==> config.mk <==
export PLATFORM = sky130hd
export DESIGN_NAME = pwm_capture_block
export DESIGN_NICKNAME = d
export VERILOG_FILES = /design/src/rtl/pwm_capture_block.sv
export SDC_FILE = /design/constraint.sdc
export NUM_CORES = 1
export LEC_CHECK = 0
export BUFFER_PORTS_ARGS = -buffer_cell sky130_fd_sc_hd__clkbuf_2
export CAP_MARGIN = 10
export CORE_MARGIN = 3
export CORE_UTILIZATION = 45
export CTS_CLUSTER_DIAMETER = 100
export DETAILED_ROUTE_END_ITERATION = 16
export PLACE_DENSITY = 0.78
export SLEW_MARGIN = 30
export SYNTH_ARGS = -nofsm -noshare
export SYNTH_HDL_FRONTEND = slang
export SYNTH_SLANG_ARGS = --single-unit
==> constraint.sdc <==
create_clock -name iSysClk -period 2.23 [get_ports iSysClk]
set_input_delay 0.446 -clock iSysClk [delete_from_list [all_inputs] [get_ports iSysClk]]
set_output_delay 0.446 -clock iSysClk [all_outputs]
set_load 0.01 [all_outputs]
==> src/rtl/pwm_capture_block.sv <==
// Purpose: measures period and high time of an asynchronous PWM input, exposed
//   as a small USI register block (CTRL/STATUS/PERIOD/HIGH/COUNT).
// Latency: read data one cycle after the address; PWM edges seen 2 cycles after
//   iPwm changes (4 cycles when PWM_CAPTURE_FILTER_EN is defined).
// Backpressure: none; reads and writes complete every cycle.
//
// Ports:
//   iSysClk, iSysRst : system clock, synchronous active-high reset
//   iPwm             : asynchronous PWM input
//   iSUsiWd/iSUsiAdrs/iSUsiWCke : USI write data, address, write strobe
//   oSUsiRd/oSUsiREd : registered USI read data and read-data valid
//
// Optional build macro: PWM_CAPTURE_FILTER_EN adds a 3-sample majority filter
// after the synchronizer that rejects pulses of one cycle or less.
module pwm_capture_block #(
  parameter int pBlockAdrsMap = 8,
  parameter int pAdrsMap      = 3,
  parameter int pBusAdrsBit   = 15
) (
  input  logic                   iSysClk,
  input  logic                   iSysRst,
  input  logic                   iPwm,
  input  logic [31:0]            iSUsiWd,
  input  logic [pBusAdrsBit:0]   iSUsiAdrs,
  input  logic                   iSUsiWCke,
  output logic [31:0]            oSUsiRd,
  output logic                   oSUsiREd
);

  localparam int blockLsb = pBusAdrsBit - pBlockAdrsMap + 1;
  localparam logic [pBlockAdrsMap-1:0] blockId = pBlockAdrsMap'(pAdrsMap);

  typedef enum logic [1:0] {
    IDLE    = 2'd0,
    ARM     = 2'd1,
    MEASURE = 2'd2
  } state_t;

  state_t      state, stateNext;

  logic        blkSel;
  logic [7:0]  regOfs;
  logic        ctrlWr;
  logic        clearPulse;
  logic        enable;

  logic        sync1, sync2;
  logic        pwmLvl, pwmPrev;
  logic        riseEdge, fallEdge;

  logic [15:0] cnt;
  logic [15:0] highCnt;
  logic [15:0] periodReg;
  logic [15:0] highReg;
  logic [15:0] captureCount;
  logic        valid;
  logic        stall;

  logic        capture;
  logic        saturate;
  logic        startCnt;
  logic [31:0] rdVal;

  // Only CTRL bits [1:0] carry meaning.
  wire unusedWd = ^iSUsiWd[31:2];

  // ---------------------------------------------------------------- bus decode
  assign blkSel     = (iSUsiAdrs[pBusAdrsBit:blockLsb] == blockId);
  assign regOfs     = iSUsiAdrs[7:0];
  assign ctrlWr     = iSUsiWCke && blkSel && (regOfs == 8'h00);
  // Clear is never stored: it acts in the write cycle only, so CTRL[1] reads 0.
  assign clearPulse = ctrlWr && iSUsiWd[1];

  always_ff @(posedge iSysClk) begin
    if (iSysRst) begin
      enable <= 1'b0;
    end else if (ctrlWr) begin
      enable <= iSUsiWd[0];
    end
  end

  // ------------------------------------------------------- input conditioning
  always_ff @(posedge iSysClk) begin
    if (iSysRst) begin
      sync1   <= 1'b0;
      sync2   <= 1'b0;
      pwmPrev <= 1'b0;
    end else begin
      sync1   <= iPwm;
      sync2   <= sync1;
      pwmPrev <= pwmLvl;
    end
  end

`ifdef PWM_CAPTURE_FILTER_EN
  // Majority of the current and two previous synchronized samples, registered.
  // A single-cycle pulse never occupies two of the three taps at once.
  logic [1:0] hist;
  logic       filtLvl;

  always_ff @(posedge iSysClk) begin
    if (iSysRst) begin
      hist    <= 2'b00;
      filtLvl <= 1'b0;
    end else begin
      hist    <= {hist[0], sync2};
      filtLvl <= (sync2 & hist[0]) | (sync2 & hist[1]) | (hist[0] & hist[1]);
    end
  end

  assign pwmLvl = filtLvl;
`else
  assign pwmLvl = sync2;
`endif

  assign riseEdge = pwmLvl & ~pwmPrev;
  assign fallEdge = ~pwmLvl & pwmPrev;

  // ---------------------------------------------------------------------- FSM
  always_ff @(posedge iSysClk) begin
    if (iSysRst) begin
      state <= IDLE;
    end else begin
      state <= stateNext;
    end
  end

  always_comb begin
    stateNext = state;
    capture   = 1'b0;
    saturate  = 1'b0;
    startCnt  = 1'b0;
    if (!enable) begin
      stateNext = IDLE;
    end else begin
      case (state)
        IDLE: stateNext = ARM;
        ARM: begin
          if (riseEdge) begin
            stateNext = MEASURE;
            startCnt  = 1'b1;
          end
        end
        MEASURE: begin
          // A rising edge on the saturating cycle still yields a valid capture.
          if (riseEdge) begin
            capture = 1'b1;
          end else if (cnt == 16'hFFFF) begin
            saturate  = 1'b1;
            stateNext = ARM;
          end
        end
        default: stateNext = IDLE;
      endcase
    end
  end

  // ----------------------------------------------------------------- datapath
  always_ff @(posedge iSysClk) begin
    if (iSysRst) begin
      cnt          <= 16'd0;
      highCnt      <= 16'd0;
      periodReg    <= 16'd0;
      highReg      <= 16'd0;
      captureCount <= 16'd0;
      valid        <= 1'b0;
      stall        <= 1'b0;
    end else begin
      if (startCnt || capture) begin
        cnt <= 16'd1;
      end else if (state == MEASURE && stateNext == MEASURE) begin
        cnt <= cnt + 16'd1;
      end

      if (state == MEASURE && enable && fallEdge) begin
        highCnt <= cnt;
      end

      if (capture) begin
        periodReg    <= cnt;
        highReg      <= highCnt;
        captureCount <= captureCount + 16'd1;
      end

      // Sticky flags: a same-cycle event beats a clear.
      if (capture) begin
        valid <= 1'b1;
      end else if (clearPulse) begin
        valid <= 1'b0;
      end

      if (saturate) begin
        stall <= 1'b1;
      end else if (clearPulse) begin
        stall <= 1'b0;
      end
    end
  end

  // ---------------------------------------------------------------- read path
  always_comb begin
    rdVal = 32'd0;
    case (regOfs)
      8'h00:   rdVal = {31'd0, enable};
      8'h04:   rdVal = {29'd0, pwmLvl, stall, valid};
      8'h08:   rdVal = {16'd0, periodReg};
      8'h0C:   rdVal = {16'd0, highReg};
      8'h10:   rdVal = {16'd0, captureCount};
      default: rdVal = 32'd0;
    endcase
  end

  always_ff @(posedge iSysClk) begin
    if (iSysRst) begin
      oSUsiRd  <= 32'd0;
      oSUsiREd <= 1'b0;
    end else begin
      oSUsiREd <= blkSel;
      oSUsiRd  <= blkSel ? rdVal : 32'd0;
    end
  end

endmodule

==> results of run 1 <==
[Yosys cell counts (all sizes together), types with 5 or more instances]
cell type | n | area share
dfxtp | 105 | 0.48
nand2 | 80 | 0.069
nor2 | 62 | 0.054
a21oi | 46 | 0.053
buf | 27 | 0.044
clkbuf | 18 | 0.016
mux2i | 17 | 0.039
xnor2 | 15 | 0.030
nand3 | 14 | 0.017
a222oi | 13 | 0.030
nand4 | 10 | 0.016
xor2 | 10 | 0.020
and3 | 9 | 0.013
nor4 | 9 | 0.023
o21ai | 7 | 0.0089
inv | 5 | 0.0043
nor2b | 5 | 0.0072
nor3 | 5 | 0.0057
[placed cells by master (no fill, tap or decap), types with 3 or more instances in the layout]
cell type	synthesis	layout
and3b_1	3	3
nor3_1	5	5
or3_1	3	3
o21ai_0	6	6
buf_12	0	3
xor2_1	10	10
buf_4	18	11
nand2_1	80	80
mux2i_1	17	17
nor4_1	5	5
xnor2_1	15	15
nand4_1	9	9
clkbuf_8	0	9
nor2_1	61	61
conb_1	1	16
clkbuf_2	1	38
and3_1	9	9
nor2b_1	5	5
a21oi_1	46	46
inv_1	5	5
dfxtp_1	105	105
nand3_1	13	13
a222oi_1	13	13
[report_power, final]
group / switching (mW) / internal, mW
combinational: 0.0565 / 0.0245
clock: 0.650 / 0.422
sequential: 0.00142 / 1.88
total: 0.708 / 2.32
[worst paths after layout]
kind                                 from                       to  slack, ps  depth (start not counted)
setup / recovery      state[0]$_SDFF_PP0_  highCnt[6]$_SDFFE_PP0P_        210                          6
hold / removal                       iPwm         sync1$_SDFF_PP0_        310                          2
setup reg to reg      state[0]$_SDFF_PP0_  highCnt[6]$_SDFFE_PP0P_        210                          6
hold reg to reg   highCnt[0]$_SDFFE_PP0P_  highReg[0]$_SDFFE_PP0P_        450                          2
[worst register-to-register path, delay by kind of cell, from the launching register on]
kind,cells,cell delay (ps)
and+or+nand+nor,3,830
buffers and inverters,2,500
DFF,1,360
muxes,1,210
[metal layers]
metal,track usage,part of all wire,wire length [µm],vias to the layer above
li1,-,-,-,1741
met1,0.226,0.44,3970,1606
met2,0.270,0.49,4390,110
met3,0.0266,0.055,497,9
met4,0.0675,0.015,131,0
met5,0,0,0,-
[stage by stage]
stage | hold slack (ps) | power, mW
finish | 309 | 3.03
floorplan | 414 | 1.99
CTS | 298 | 3.05
detailed placement | 445 | 2.00
global route | 313 | 3.14
global placement | 416 | 2.00
[state kept, by name (all words and copies together), names as in the netlist]
register,cells
captureCount,16
state,2
valid,1
cnt,16
stall,1
pwmLvl,1
oSUsiREd,1
enable,1
sync1,1
highCnt,16
oSUsiRd,16
highReg,16
periodReg,16
pwmPrev,1
[cells by family after synthesis]
logic type                 count (synthesis)  share of synthesized area
AOI/OAI and AO/OA                         82                      0.121
xor gates and xnor gates                  25                     0.0501
adders and majority gates                  2                    0.00572
buffers and inverters                     50                     0.0641
DFF                                      105                      0.481
muxes                                     19                     0.0441
other                                      1                   0.000858
and+or+nand+nor                          209                      0.234
[cell type report]
type                            count  area share
Inverter                            5     0.00387
Sequential cell                   105       0.434
Timing Repair Buffer               52      0.0687
Multi-Input combinational cell    353       0.423
Clock inverter                      6      0.0108
Tap cell                          129      0.0333
Clock buffer                       10      0.0263
==> reports/results.ini, run 1 <==
[finish]
area_delta_synth_final_pct=10.8
nNetsFinal=580
antenna_cells=0
multi_input_comb_area_mm2=0.00205
seqCellArea_mm2=0.00210
final_util=0.520
fin_cells=660
drive_gt1_frac=0.153
n_fill_cell=842
design_area_mm2=0.00485

[floorplanning]
core_mm2=0.00933
rows=35
start_util=0.469
die_height_um=105
ios=85
dieArea_mm2=0.0109
die_x_um=105

[cts]
post-cts-setup-buffer-count=0
clock-sinks=105
tritoncts=done
cts_root_buf=clkbuf_8
cts.clk_slew.worst_paths_ps=100
holdBufCountCts=0
clock_path_buffers=2
ctsResizeCount=0
cts_max_level=3
cts_made_buffers=9
worstSkewPairLatency_ps=360

[pwr]
leakagePower_nw=1.70
pwr_density_cell_mw_per_mm2=625
irDropWorstVdd_mv=0.345

[synth]
synth.avg_cell_area_um2=8.87
syn_inst=493
syn_area_mm2=0.00437
yosysWarnings=0
synth_edf_count=0
synth.distinct_cells=51
synth_top_flop_cell=dfxtp_1
ys_seq_elements=105
synthArstFlopShare=0
synth_seq_area_share=0.481

[detailed_routing]
drc=0
via_count=3466
wl_per_cell_um=13.6
drtPass1Iterations=9
drt-total-wl_um=8990
avgViaCountPerCell=5.25
dr.first_iter.drc_count=340
ant_nets=0

[worst_setup_path]
cp_cell_sequence=nand3b_1 > buf_4 > nor3b_2 > buf_12 > mux2i_1 > nor2_1
crit_type=reg -> reg
required_ps=2470
crit_slowest_cell=nand3b_1
path_buf_inv=2
cp_slowest_stage_delay_ps=410
critPathMaxFanout=14
crit_arrival_ps=2260
end_kind=flop
start_kind=flop
critical-path-top-delay-family=simple AND/OR/NAND/NOR gates

[placed_design]
hpwlAfterDp_um=6350
dp_slack_ps=179
dpl.cell_count=644
place_area_mm2=0.00467
port_buffers=38
place.gp.congestion=0.849

[sta]
relSlewSlack=0.510
finalCritPeriodShare=0.905
max_freq_mhz=496
skew_ps=11.0
rsz0062_at_grt=false
tightest_slew_ps=735
tns_ps=0
finalHoldViolCount=0
min_period_ps=2020
drv_slew=0
setup_slack_ps=213
finalSetupViolations=0

[global_route]
antenna_found_initial=0
first_global_vias=3294
grt_overflow_total=0
track_usage=0.168
grt_pass1_wl_um=15400
grt_max_degree=72

[worst_hold_path]
min_path_type=in -> reg

[outcome]
status=finished, final reports clean

[job]
maxCapViolations=0

(Power assumes the default switching activity.)
==> inputs of run 2 (changes only) <==
--- a/config.mk
+++ b/config.mk
@@ -10,8 +10,10 @@
 export CORE_MARGIN = 3
 export CORE_UTILIZATION = 45
 export CTS_CLUSTER_DIAMETER = 100
+export CTS_CLUSTER_SIZE = 16
 export DETAILED_ROUTE_END_ITERATION = 16
 export PLACE_DENSITY = 0.78
+export RECOVER_POWER = 50
 export SLEW_MARGIN = 30
 export SYNTH_ARGS = -nofsm -noshare
 export SYNTH_HDL_FRONTEND = slang
==> reports/results.ini, run 2 (synthesis results as in run 1) <==
[floorplanning]
rows=35  ; unchanged
ios=85  ; unchanged
die_x_um=105  ; unchanged
dieArea_mm2=0.0109  ; unchanged
die_height_um=105  ; unchanged
start_util=0.469  ; unchanged
core_mm2=0.00933  ; unchanged

[sta]
finalCritPeriodShare=0.907  ; +0.00246
finalSetupViolations=0  ; unchanged
skew_ps=9.19  ; -1.85 ps
finalHoldViolCount=0  ; unchanged
max_freq_mhz=494  ; -0.27%
rsz0062_at_grt=false
tns_ps=0  ; unchanged
min_period_ps=2020  ; +5.48 ps
tightest_slew_ps=1170  ; +437 ps
drv_slew=0  ; unchanged
relSlewSlack=0.214  ; -0.296

[worst_setup_path]
critPathMaxFanout=32  ; +18
r2r_cells=7  ; +1
crit_type=reg -> reg
cp_slowest_stage_delay_ps=410  ; about the same
crit_slowest_cell=clkbuf_2
rrSetupSlack_ps=210  ; about the same
required_ps=2470  ; about the same
r2r-end=periodReg[8]$_SDFFE_PP0P_
start_kind=flop
path_buf_inv=3  ; +1
critical-path-top-delay-family=buffers and inverters
rr_startpoint=enable$_SDFFE_PP0P_
end_kind=flop
cp_cell_sequence=clkbuf_1 > and3b_1 > clkbuf_2 > nand2_1 > clkbuf_2 > nand2_1 > a21oi_1
crit_arrival_ps=2260  ; about the same

[pwr]
irDropWorstVdd_mv=0.348  ; +0.96%
total_power_mw=3.04  ; +0.16%
pwr_density_cell_mw_per_mm2=632  ; +1.0%
leakagePower_nw=1.63  ; -4.3%

[finish]
area_delta_synth_final_pct=9.87
layout_commonest_cell=dfxtp_1
drive_gt1_frac=0.109  ; -0.0433
most-common-layout-cells=dfxtp_1, nand2_1, nor2_1, a21oi_1, clkbuf_1
nNetsFinal=580  ; unchanged
antenna_cells=0  ; unchanged
n_fill_cell=863  ; +2.5%

[placed_design]
place.gp.congestion=0.849  ; unchanged
port_buffers=38  ; unchanged
hpwlAfterDp_um=6350  ; unchanged

[worst_hold_path]
min_from=iPwm
min_path_type=in -> reg
holdPathEnd=sync1$_SDFF_PP0_
whs_path_depth=2  ; unchanged

[detailed_routing]
via_count=3458  ; -0.23%
wl_per_cell_um=13.8  ; +1.3%
avgViaCountPerCell=5.24  ; -0.23%
drc=0  ; unchanged
drt-total-wl_um=9110  ; +1.3%
dr.first_iter.drc_count=324  ; -4.7%
drtPass1Iterations=7  ; -2
ant_nets=0  ; unchanged

[global_route]
first_global_vias=3294  ; unchanged
grt_max_degree=72  ; unchanged
grt_overflow_total=0  ; unchanged
grt_pass1_wl_um=15400  ; unchanged
antenna_found_initial=0  ; unchanged
track_usage=0.168  ; unchanged

[cts]
cts.clk_slew.worst_paths_ps=100  ; about the same
cts_made_buffers=9  ; unchanged
ctsResizeCount=0  ; unchanged
clock_path_buffers=2  ; unchanged
cts_root_buf=clkbuf_8
holdBufCountCts=0  ; unchanged
worstSkewPairLatency_ps=360  ; about the same
tritoncts=done
cts_max_level=3  ; unchanged
post-cts-setup-buffer-count=0  ; unchanged
clock-sinks=105  ; unchanged

[outcome]
status=finished, final reports clean

[job]
maxCapViolations=0  ; unchanged

## run 2: cell count changes in the layout (fill, tap and decap cells not counted)
cell      previous run  this run
clkbuf_1             1        22
clkbuf_2            38        21
buf_4               11         7
nor2_1              61        62
nor2_2               1         0
o21ai_1              0         1
o21ai_2              1         0
## run 2: metal layers
| metal | vias up | track usage | share of wire |
|---|---|---|---|
| li1 | 1746 | - | - |
| met1 | 1628 | 0.226 | 0.45 |
| met3 | 8 | 0.0266 | 0.044 |
| met5 | - | 0 | 0 |
| met2 | 76 | 0.270 | 0.49 |
| met4 | 0 | 0.0675 | 0.015 |
## run 2: power by group
| group | switching (mW) | total, mW | internal, mW |
|---|---|---|---|
| sequential | 0.00140 | 1.88 | 1.88 |
| clock | 0.655 | 1.08 | 0.422 |
| combinational | 0.0565 | 0.0805 | 0.0240 |
| total | 0.713 | 3.04 | 2.32 |
## run 2: area by class of cell
type	count	area, µm²	area share
inverters	5	18.8	0.00391
clock inverters	6	52.6	0.0109
repair buffers	52	297	0.0617
well taps	129	161	0.0336
clock buffers	10	128	0.0266
flip-flops and latches	105	2100	0.438
multi-input cells	353	2050	0.426
## run 2: how the worst max path moves through the flow
stage	from	endpoint	slack, ps	depth (start not counted)
2_1_floorplan	iSUsiAdrs[5]	oSUsiRd[8]$_SDFF_PP0_	500	7
3_3_place_gp	state[0]$_SDFF_PP0_	highCnt[14]$_SDFFE_PP0P_	270	6
3_5_place_dp	iSUsiAdrs[5]	oSUsiRd[2]$_SDFF_PP0_	180	7
4_1_cts	state[0]$_SDFF_PP0_	highCnt[12]$_SDFFE_PP0P_	200	6
5_1_grt	enable$_SDFFE_PP0P_	highReg[5]$_SDFFE_PP0P_	60	7
6_report	enable$_SDFFE_PP0P_	periodReg[8]$_SDFFE_PP0P_	210	7
## run 2: worst reg2reg max path: cells and delay by family, from the launching register on
kind,cells,cell delay [ps]
simple gates,3,580
compound gates,1,70
buf+inv,3,880
flops,1,370
## run 2: stage by stage
stage / cell area (µm²) / util / hold slack [ps] / setup slack [ps] / std cells
floorplan: 4430 / - / 414 / 504 / 508
global placement: 4670 / 0.500 / 416 / 274 / 644
detailed placement: 4670 / 0.500 / 445 / 179 / 644
CTS: 4850 / 0.520 / 298 / 203 / 660
global route: 4800 / 0.515 / 313 / 61.8 / 660
finish: 4800 / 0.515 / 305 / 207 / 660
==> inputs of run 3 (changes only) <==
--- a/config.mk
+++ b/config.mk
@@ -14,6 +14,7 @@
 export DETAILED_ROUTE_END_ITERATION = 16
 export PLACE_DENSITY = 0.78
 export RECOVER_POWER = 50
+export REMOVE_ABC_BUFFERS = 1
 export SLEW_MARGIN = 30
 export SYNTH_ARGS = -nofsm -noshare
 export SYNTH_HDL_FRONTEND = slang
==> reports/results.ini, run 3 (synthesis results as in run 1) <==
[outcome]
status=finished, final reports clean

[finish]
nNetsFinal=583  ; +0.52%
antenna_cells=0  ; unchanged
design_area_mm2=0.00483  ; +0.49%
n_fill_cell=835  ; -3.2%
area_delta_synth_final_pct=10.4
final_util=0.518  ; +0.00255
most-common-layout-cells=dfxtp_1, nand2_1, nor2_1, a21oi_1, clkbuf_1
drive_gt1_frac=0.116  ; +0.00688
layout_commonest_cell=dfxtp_1

[sta]
drv_slew=0  ; unchanged
rsz0062_at_grt=true
finalSetupViolations=0  ; unchanged
max_freq_mhz=474  ; -4.1%
skew_ps=13.7  ; +4.51 ps
tightest_slew_ps=811  ; -361 ps
finalCritPeriodShare=0.946  ; +0.0387
relSlewSlack=0.459  ; +0.246
min_period_ps=2110  ; +86.2 ps
finalHoldViolCount=0  ; unchanged
tns_ps=0  ; unchanged

[global_route]
grt_max_degree=57  ; -21%
track_usage=0.178  ; +0.00988
grt_overflow_total=0  ; unchanged
first_global_vias=3361  ; +2.0%
antenna_found_initial=0  ; unchanged
grt_pass1_wl_um=15900  ; +3.6%

[worst_setup_path]
cp_cell_sequence=nand3b_1 > buf_4 > nor3b_2 > buf_4 > mux2i_1 > nor2_1
crit_top_cell=buf_4
r2r-end=highCnt[6]$_SDFFE_PP0P_
crit_arrival_ps=2350  ; +90 ps
cp_slowest_stage_delay_ps=400  ; about the same
end_kind=flop
required_ps=2470  ; about the same
r2r_cells=6  ; -1
rr_startpoint=state[0]$_SDFF_PP0_
start_kind=flop
crit_slowest_cell=nand3b_1
critPathMaxFanout=9  ; -72%
rrSetupSlack_ps=120  ; -90 ps
crit_type=reg -> reg

[floorplanning]
die_x_um=105  ; unchanged
core_mm2=0.00933  ; unchanged
die_height_um=105  ; unchanged
ios=85  ; unchanged
start_util=0.469  ; unchanged
rows=35  ; unchanged
dieArea_mm2=0.0109  ; unchanged

[cts]
ctsResizeCount=0  ; unchanged
cts_made_buffers=9  ; unchanged
tritoncts=done
cts.clk_slew.worst_paths_ps=100  ; about the same
cts_max_level=3  ; unchanged
cts_root_buf=clkbuf_8
clock_path_buffers=2  ; unchanged
post-cts-setup-buffer-count=0  ; unchanged
clock-sinks=105  ; unchanged
worstSkewPairLatency_ps=370  ; about the same
holdBufCountCts=0  ; unchanged

[detailed_routing]
via_count=3577  ; +3.4%
drc=0  ; unchanged
avgViaCountPerCell=5.40  ; +3.0%
ant_nets=0  ; unchanged
drtPass1Iterations=7  ; unchanged
wl_per_cell_um=14.6  ; +5.9%
dr.first_iter.drc_count=296  ; -8.6%
drt-total-wl_um=9690  ; +6.4%

[worst_hold_path]
holdPathEnd=sync1$_SDFF_PP0_
min_from=iPwm
whs_path_depth=2  ; unchanged
min_path_type=in -> reg

[placed_design]
port_buffers=38  ; unchanged
place.gp.congestion=0.803  ; -5.5%
hpwlAfterDp_um=6650  ; +4.7%
place_area_mm2=0.00465  ; -0.32%

[pwr]
leakagePower_nw=1.65  ; +1.7%
irDropWorstVdd_mv=0.376  ; +7.9%
pwr_density_cell_mw_per_mm2=677  ; +7.2%

[job]
maxCapViolations=0  ; unchanged

-- run 3: changes by cell type in the layout (fill, tap and decap cells not counted), moves of 2 or more --
| cell | delta |
|---|---|
| clkinv_4 | -2 |
| buf_4 | +6 |
| clkinv_2 | +2 |
| bufinv_16 | +2 |
| buf_12 | -3 |
| clkinvlp_4 | -2 |
-- run 3: final cells by class --
type | instances | area, µm² | share of cell area
clock inverter | 6 | 87.6 | 0.0181
tap | 129 | 161 | 0.0334
multi-input combinational | 353 | 2040 | 0.423
timing repair buffer | 55 | 280 | 0.0580
inverter | 5 | 18.8 | 0.00389
sequential | 105 | 2100 | 0.435
clock buffer | 10 | 138 | 0.0285
-- run 3: routing by layer --
metal	global-route usage	vias to the layer above	part of all wire
met1	0.217	1705	0.43
li1	-	1755	-
met5	0	-	0
met4	0.0731	0	0.020
met2	0.312	102	0.50
met3	0.0272	15	0.045
-- run 3: worst max path at each step --
stage / startpoint / to / slack (ps) / cells after the start
floorplan: state[0]$_SDFF_PP0_ / highCnt[0]$_SDFFE_PP0P_ / -740 / 4
global placement: state[0]$_SDFF_PP0_ / highCnt[4]$_SDFFE_PP0P_ / 250 / 6
detailed placement: state[0]$_SDFF_PP0_ / highCnt[5]$_SDFFE_PP0P_ / 190 / 6
CTS: state[0]$_SDFF_PP0_ / highCnt[6]$_SDFFE_PP0P_ / 120 / 6
global route: state[0]$_SDFF_PP0_ / periodReg[14]$_SDFFE_PP0P_ / -0.3 / 6
finish: state[0]$_SDFF_PP0_ / highCnt[6]$_SDFFE_PP0P_ / 120 / 6
-- run 3: power breakdown --
part / switching [mW] / total (mW) / internal (mW)
Clock: 0.648 / 1.32 / 0.668
Sequential: 0.00146 / 1.88 / 1.88
Combinational: 0.0564 / 0.0779 / 0.0215
-- run 3: critical path, delay by kind of cell, from the launching register on --
kind / cells / cell delay (ps)
AND/OR/NAND/NOR: 3 / 800
buffers and inverters: 2 / 590
flip-flops: 1 / 350
multiplexers: 1 / 240
-- run 3: per-stage QoR --
step | hold slack (ps) | power, mW | instances | setup WS, ps
global route | 298 | 3.36 | 663 | -0.326
finish | 275 | 3.27 | 663 | 121
global placement | 423 | 2.00 | 647 | 249
CTS | 265 | 3.29 | 663 | 123
detailed placement | 430 | 2.00 | 647 | 189
floorplan | 414 | 1.95 | 463 | -743
